$ cat src/rtl/ram_msg_reader.sv
// Reads a byte message from a synchronous-style RAM and packs it into
// big-endian 32-bit words presented over a valid/ready handshake.
module ram_msg_reader #(
  parameter int ADDR_WIDTH = 10,
  parameter int DATA_WIDTH = 8
) (
  input  logic                  clk,
  input  logic                  resetN,
  input  logic                  start,
  input  logic [ADDR_WIDTH-1:0] baseAddr,
  input  logic [ADDR_WIDTH:0]   msgLen,
  output logic [ADDR_WIDTH-1:0] addr,
  output logic                  chipSel,
  output logic                  outEn,
  output logic                  wriEn,
  input  logic [DATA_WIDTH-1:0] ramData,
  output logic [31:0]           wordData,
  output logic [2:0]            wordBytes,
  output logic                  wordLast,
  output logic                  wordValid,
  input  logic                  wordReady,
  output logic                  busy,
  output logic                  done
);

  typedef enum logic [2:0] {IDLE, FETCH, CAPTURE, EMIT, DONE} state_t;

  state_t                state_reg, state_next;
  logic [ADDR_WIDTH-1:0] base_reg;
  logic [ADDR_WIDTH:0]   len_reg;
  logic [ADDR_WIDTH:0]   idx_reg;
  logic [ADDR_WIDTH:0]   idx_inc;
  logic [2:0]            cnt_reg;
  logic [31:0]           word_reg;
  logic                  all_sent;

  assign idx_inc  = idx_reg + {{ADDR_WIDTH{1'b0}}, 1'b1};
  assign all_sent = (idx_reg == len_reg);

  always_ff @(posedge clk or negedge resetN) begin
    if (!resetN) begin
      state_reg <= IDLE;
    end else begin
      state_reg <= state_next;
    end
  end

  always_comb begin
    state_next = state_reg;
    case (state_reg)
      IDLE:    if (start) state_next = (msgLen == '0) ? DONE : FETCH;
      FETCH:   state_next = CAPTURE;
      CAPTURE: state_next = (cnt_reg == 3'd3 || idx_inc == len_reg) ? EMIT : FETCH;
      EMIT:    if (wordReady) state_next = all_sent ? DONE : FETCH;
      DONE:    state_next = IDLE;
      default: state_next = IDLE;
    endcase
  end

  // Datapath: latched request, byte index, and the word being assembled.
  always_ff @(posedge clk or negedge resetN) begin
    if (!resetN) begin
      base_reg <= '0;
      len_reg  <= '0;
      idx_reg  <= '0;
      cnt_reg  <= '0;
      word_reg <= '0;
    end else begin
      case (state_reg)
        IDLE: begin
          if (start) begin
            base_reg <= baseAddr;
            len_reg  <= msgLen;
            idx_reg  <= '0;
            cnt_reg  <= '0;
            word_reg <= '0;
          end
        end
        CAPTURE: begin
          case (cnt_reg[1:0])
            2'd0:    word_reg[31:24] <= ramData;
            2'd1:    word_reg[23:16] <= ramData;
            2'd2:    word_reg[15:8]  <= ramData;
            default: word_reg[7:0]   <= ramData;
          endcase
          cnt_reg <= cnt_reg + 3'd1;
          idx_reg <= idx_inc;
        end
        EMIT: begin
          if (wordReady) begin
            word_reg <= '0;
            cnt_reg  <= '0;
          end
        end
        default: ;
      endcase
    end
  end

  assign wriEn     = 1'b0;
  assign wordData  = word_reg;
  assign wordBytes = cnt_reg;

  always_comb begin
    chipSel   = 1'b0;
    outEn     = 1'b0;
    addr      = '0;
    wordValid = 1'b0;
    wordLast  = 1'b0;
    busy      = (state_reg != IDLE);
    done      = 1'b0;
    case (state_reg)
      FETCH, CAPTURE: begin
        chipSel = 1'b1;
        outEn   = 1'b1;
        // Address arithmetic is ADDR_WIDTH wide, so it wraps naturally.
        addr    = base_reg + idx_reg[ADDR_WIDTH-1:0];
      end
      EMIT: begin
        wordValid = 1'b1;
        wordLast  = all_sent;
      end
      DONE:    done = 1'b1;
      default: ;
    endcase
  end

endmodule

$ cat config.mk
export PLATFORM = sky130hd
export DESIGN_NAME = ram_msg_reader
export DESIGN_NICKNAME = d
export VERILOG_FILES = /design/src/rtl/ram_msg_reader.sv
export SDC_FILE = /design/constraint.sdc
export NUM_CORES = 1
export LEC_CHECK = 0
export ABC_AREA = 1
export BUFFER_PORTS_ARGS = -buffer_cell sky130_fd_sc_hd__buf_4
export CORE_ASPECT_RATIO = 1.4
export CORE_MARGIN = 2
export CORE_UTILIZATION = 55
export DETAILED_ROUTE_END_ITERATION = 7
export GPL_ROUTABILITY_DRIVEN = 0
export PLACE_DENSITY = 0.8
export SYNTH_ARGS = -nofsm -noshare
export SYNTH_HDL_FRONTEND = slang
export SYNTH_SLANG_ARGS = --single-unit
export TNS_END_PERCENT = 30
$ cat constraint.sdc
create_clock -name clk -period 3.6 [get_ports clk]
set_input_delay 0.72 -clock clk [delete_from_list [all_inputs] [get_ports clk]]
set_output_delay 0.72 -clock clk [all_outputs]
set_load 0.02 [all_outputs]
=== After elaboration in Yosys (flattened, before gate mapping) ===
Cells that the tools add are included.

* Add/subtract/negate cells: 3
* Equal/unequal tests: 15
* Mux-type cells: 23
* Reduce and logical (&&, ||, !) cells: 17

{| class="wikitable"
|+ Operators by type and width
! kind !! count
|-
| $pmux W32 S3 || 1
|-
| $mux W32 || 2
|-
| $mux W8 || 4
|-
| $eq A11 B11 Y1 || 2
|-
| $pmux W11 S2 || 1
|-
| $mux W3 || 6
|-
| $reduce_and A4 Y1 || 4
|-
| $pmux W3 S4 || 1
|-
| $add A11 B1 Y11 const B || 1
|-
| $logic_not A11 Y1 || 1
|-
| $mux W11 || 1
|-
| $add A10 B10 Y10 || 1
|-
| $mux W10 || 1
|-
| $eq A3 B2 Y1 const B || 3
|-
| $pmux W3 S3 || 1
|-
| $ne A2 B2 Y1 const B || 4
|-
| $reduce_and A2 Y1 || 3
|-
| $reduce_bool A3 Y1 || 2
|-
| $mux W1 || 4
|-
| $ne A2 B1 Y1 const B || 2
|-
| $add A3 B1 Y3 const B || 1
|-
| $eq A3 B1 Y1 const B || 1
|-
| $eq A3 B3 Y1 const B || 1
|-
| $logic_not A3 Y1 || 1
|-
| other kinds (9) || 9
|}

* Register bits: 70
* Output and inout port bits: 52
* Logic and storage cells: 67

=== Depth between registers and ports, before layout ===
* Word-level depth: 5
* Gate-level depth with buffers: 13
* Mapped depth without buffers: 13

=== Least setup slack after synthesis ===
OpenSTA, ideal clock, no wires.

* Kind: register to output
* Start point: reg idx_reg[0]
* End point: out addr[6]
* Arrival: 1.784 ns
* Required time: 2.880 ns
* Slack: 1.096 ns
* Cell stages (with the launch flop): 11
* Path buffers: 0
* Path through: dfrtp_1 > ha_1 > inv_1 > fa_1 > inv_1 > nand3_1 > nand2_1 > nand2_1 > nand2_1 > a21oi_1 > a21oi_1

* Longest elaborated chain between the ends: 2

{| class="wikitable"
|+ Ends and longest elaborated chain
! item !! line !! RTL
|-
| start: declaration || 31 || <nowiki>logic [ADDR_WIDTH:0] idx_reg;</nowiki>
|-
| start signal: assignment || 87 || <nowiki>idx_reg <= idx_inc;</nowiki>
|-
| $add A10 B10 Y10 || 117 || <nowiki>addr = base_reg + idx_reg[ADDR_WIDTH-1:0];</nowiki>
|-
| $mux W10 || 112 || <nowiki>case (state_reg)</nowiki>
|-
| end: declaration || 12 || <nowiki>output logic [ADDR_WIDTH-1:0] addr,</nowiki>
|}

No other way between the ends.

=== Final worst setup path ===
Ends and elaborated chain as after synthesis.

==> impl_summary.txt <==
----------------------------------------------------
[Logic synthesis]
  Dominant cell type by area after synthesis ... dfrtp_1
  Synth warn ... 0
  Proportion of synthesized chip area in sequential cells ... 0.4375
  Share of synthesized flip-flops with an asynchronous set or reset ... 1.000
  Avg Cell Area, Syn ... 7.612 µm²
  Area contributors post-synth ... dfrtp_1, nand2_1, inv_1
  Most frequent cells after synthesis ... nand2_1, dfrtp_1, inv_1
  Cell with the most instances after synthesis ... nand2_1
  Primary flip-flop cell chosen by synthesis mapping ... dfrtp_1
  Fraction of post-synthesis cell area in the top cell type by area ... 0.4375
  Post-synth EDFFs ... 0
  Cell count after synthesis ... 526
  Total nets after synthesis ... 575
  Flip-flop and latch count after synthesis ... 70
  Number of distinct standard cells referenced by the synthesized netlist ... 33
  Netlist Area Pre-Place ... about 4000 µm²

[Routing]
  Number of design rule violations left after detail routing ... 0
  Post-route antenna net violation count ... 0
  DR iter-0 viols ... 150
  Count of vias placed by the detailed router ... 3770
  Wire length after detailed routing ... 9393 µm
  First-pass iteration count of the detailed router ... 4
  Detailed-route wire length per cell ... 13.27 µm
  Vias per Instance ... approximately 5.3

[Run status]
  Result of the run ... finished, final reports clean

[Place]
  Total half-perimeter wirelength after legalization and detailed placement ... about 7200 µm
  Worst-case setup slack after placement ... 989.0 ps
  Number of port buffers ... 83

[Floorplanning]
  Total number of placement rows ... 36
  Initial core utilization ... 0.5698
  Floorplan core area ... 7027 µm²
  Die Area ... 7988 µm²
  Die Span X ... 76.11 µm
  Die height ... between 100 and 150 µm
  Ports placed on the boundary ... 85

[Power]
  Combinational cell fraction of total power ... 0.482
  Peak VDD IR ... 0.3964 mV
  Fraction of power spent switching nets ... 0.4478
  Leakage power total ... around 2.7 nW
  Internal power ... just over 0.002 W
  Switching pwr ... 0.001677 W
  Total power per unit cell area ... roughly 770 nW/µm²
  Sequential cell fraction of total power ... 0.324
  Power share of the clock group ... 0.194

[Global routing]
  Number of global-route vias before repair ... 3553
  Maximum number of pins on one net before global-route repair ... 71
  Global-route usage over all layers ... 0.2505
  Initial antenna violation count ... 0
  Final global-route overflow total ... 0
  Global-route wire length before repair ... 15930 µm

[STA]
  Number of failing setup endpoints in the final timing report ... 0
  Count of endpoints failing hold in the final timing report ... 0
  Total negative slack ... 0 ps
  Max Clk Rate ... 0.3343 GHz
  Pins Over Slew Limit ... 0
  Setup WS post-layout ... 608.8 ps
  Post-Route Skew ... 8.516 ps
  Worst relative slew slack ... 0.4300
  Setup repair after global routing missed its margin ... no
  Minimum clock period after layout ... 2991 ps
  Period utilization ... 0.8309
  Worst slew pin tran ... between 800 and 900 ps
  Worst slack on hold paths ... 471.8 ps

[Clock tree]
  Clk_lat worst skew ... 350 ps
  CTS max path bufs ... 2
  Count of buffers added by post-CTS timing repair for setup ... 0
  Number of H-tree levels ... 3
  CTS clk-pin slew, worst paths ... approximately 80 ps
  Number of buffers created by CTS ... 9
  Cell at the root of the clock tree ... clkbuf_8
  Clock sinks ... 70
  Cells resized by post-CTS repair ... 0
  Count of hold buffers inserted by post-cts repair ... 0
  Clock tree from TritonCTS ... built

[Cells and area]
  Final #Nets ... 657
  Flip-flop count of the largest register, all copies and words added ... 32
  Ant. Diodes ... 0
  Layout Area Growth over Synthesis ... 22.09%
  Layout cell share with drive strength beyond 1 ... 0.2072

[Critical path]
  FF-to-FF path depth ... 11
  Cell breakdown of the critical path ... ha_1 > inv_1 > fa_1 > inv_1 > nand3_1 > nand2_1 > nand2_1 > nand2_1 > a21oi_1 > o21ai_0 > a21oi_1 > buf_4
  Data required time at the worst endpoint ... between 2000 and 3000 ps
  Kind of end point of the critical path ... primary output
  Slowest library cell on the worst path ... dfrtp_1
  Crit path launch type ... flop
  Worst Setup Path Type ... flop to primary output
  Crit-path most repeated cell ... nand2_1
  Largest fanout on the critical path ... 7
  Max stage delay on crit path ... approximately 450 ps
  Signal arrival time at the worst endpoint ... 2270 ps

[Hold path]
  Worst min-delay path category ... input pin to async pin

[Flow run]
  Max cap viols ... 0

----------------------------------------------------
[power by group through the flow]
stage / registers, W / logic [W] / clock network [W]
after floorplan: 0.00133 / 0.00114 / 0
after global placement: 0.00122 / 0.00177 / 0
after detailed placement: 0.00123 / 0.00181 / 0
after CTS: 0.00121 / 0.00182 / 0.000734
after global routing: 0.00124 / 0.00201 / 0.000771
final: 0.00121 / 0.00181 / 0.000726
[layout by cell type, fill, tap and decap left out]
cell,Yosys,routed
inv_1,56,56
nand4_1,4,4
o21bai_1,3,3
nor2_2,7,7
o21ai_2,1,1
conb_1,1,1
clkbuf_8,0,9
xnor2_1,5,5
clkinvlp_4,0,1
dfrtp_1,70,70
nor2_1,28,28
a21oi_1,16,16
ha_1,15,15
xor2_1,8,8
o21ai_0,36,36
nand2_1,181,181
nor4_1,2,2
a221oi_1,2,2
o22ai_1,5,5
inv_6,0,4
o211ai_2,1,1
nor3_4,1,1
o21ai_1,20,20
nor2_4,5,5
fa_1,1,1
buf_4,2,85
mux2_2,1,1
nor3_1,6,6
bufinv_16,0,2
nand3_1,26,26
inv_2,7,7
mux2i_1,1,1
nand2_2,3,3
[layout make-up]
type,instances,area (µm²)
multi-input cells,379,1917
flip-flops and latches,70,1752
clock inverters,7,102.6
repair buffers,85,638.1
fillers,627,2138
well taps,95,118.9
clock buffers,9,123.9
inverters,63,236.5
[layer usage]
metal | vias to the layer above | global-route usage | share of wire
met2 | 125 | 0.4318 | 0.51
li1 | 1848 | - | -
met3 | 30 | 0.04577 | 0.047
met1 | 1767 | 0.2808 | 0.40
met5 | - | 0 | 0
met4 | 0 | 0.1688 | 0.042
[cells by family after synthesis]
family | Yosys count | share of synthesized area
flops | 70 | 0.4375
simple gates | 263 | 0.2791
xor+xnor | 13 | 0.02844
mux | 2 | 0.005312
buf+inv | 77 | 0.08375
fa+ha+maj | 16 | 0.05188
other cells | 1 | 0.0009366
compound gates | 84 | 0.1131
[stage by stage]
step / utilization / power (W) / std cells / area (µm²)
after global routing: 0.6957 / 0.004023 / 708 / 4888
after global placement: 0.6635 / 0.002990 / 692 / 4662
after CTS: 0.6957 / 0.003761 / 708 / 4888
after detailed placement: 0.6635 / 0.003039 / 692 / 4662
after floorplan: - / 0.002472 / 526 / 4004
final: 0.6957 / 0.003744 / 708 / 4888
[final timing paths]
kind | startpoint | endpoint | slack, ps
setup / recovery | idx_reg[0]$_DFFE_PN0P_ | addr[6] | 610
min in group clk | wordData[29]$_DFFE_PN0P_ | wordData[29]$_DFFE_PN0P_ | 480
hold / removal | resetN | wordData[19]$_DFFE_PN0P_ | 470
setup reg to reg | state_reg[2]$_DFFE_PN0P_ | wordData[13]$_DFFE_PN0P_ | 1710
max in group asynchronous | resetN | idx_reg[3]$_DFFE_PN0P_ | 2570
hold reg to reg | wordData[29]$_DFFE_PN0P_ | wordData[29]$_DFFE_PN0P_ | 480
[critical path: cells and delay by family (launching register included)]
| family | cells | cell delay, ps |
|---|---|---|
| flops | 1 | 450 |
| simple gates | 4 | 320 |
| fa+ha+maj | 2 | 580 |
| compound gates | 3 | 270 |
| buf+inv | 3 | 320 |
Note: power is estimated with default switching activity, not from simulation.
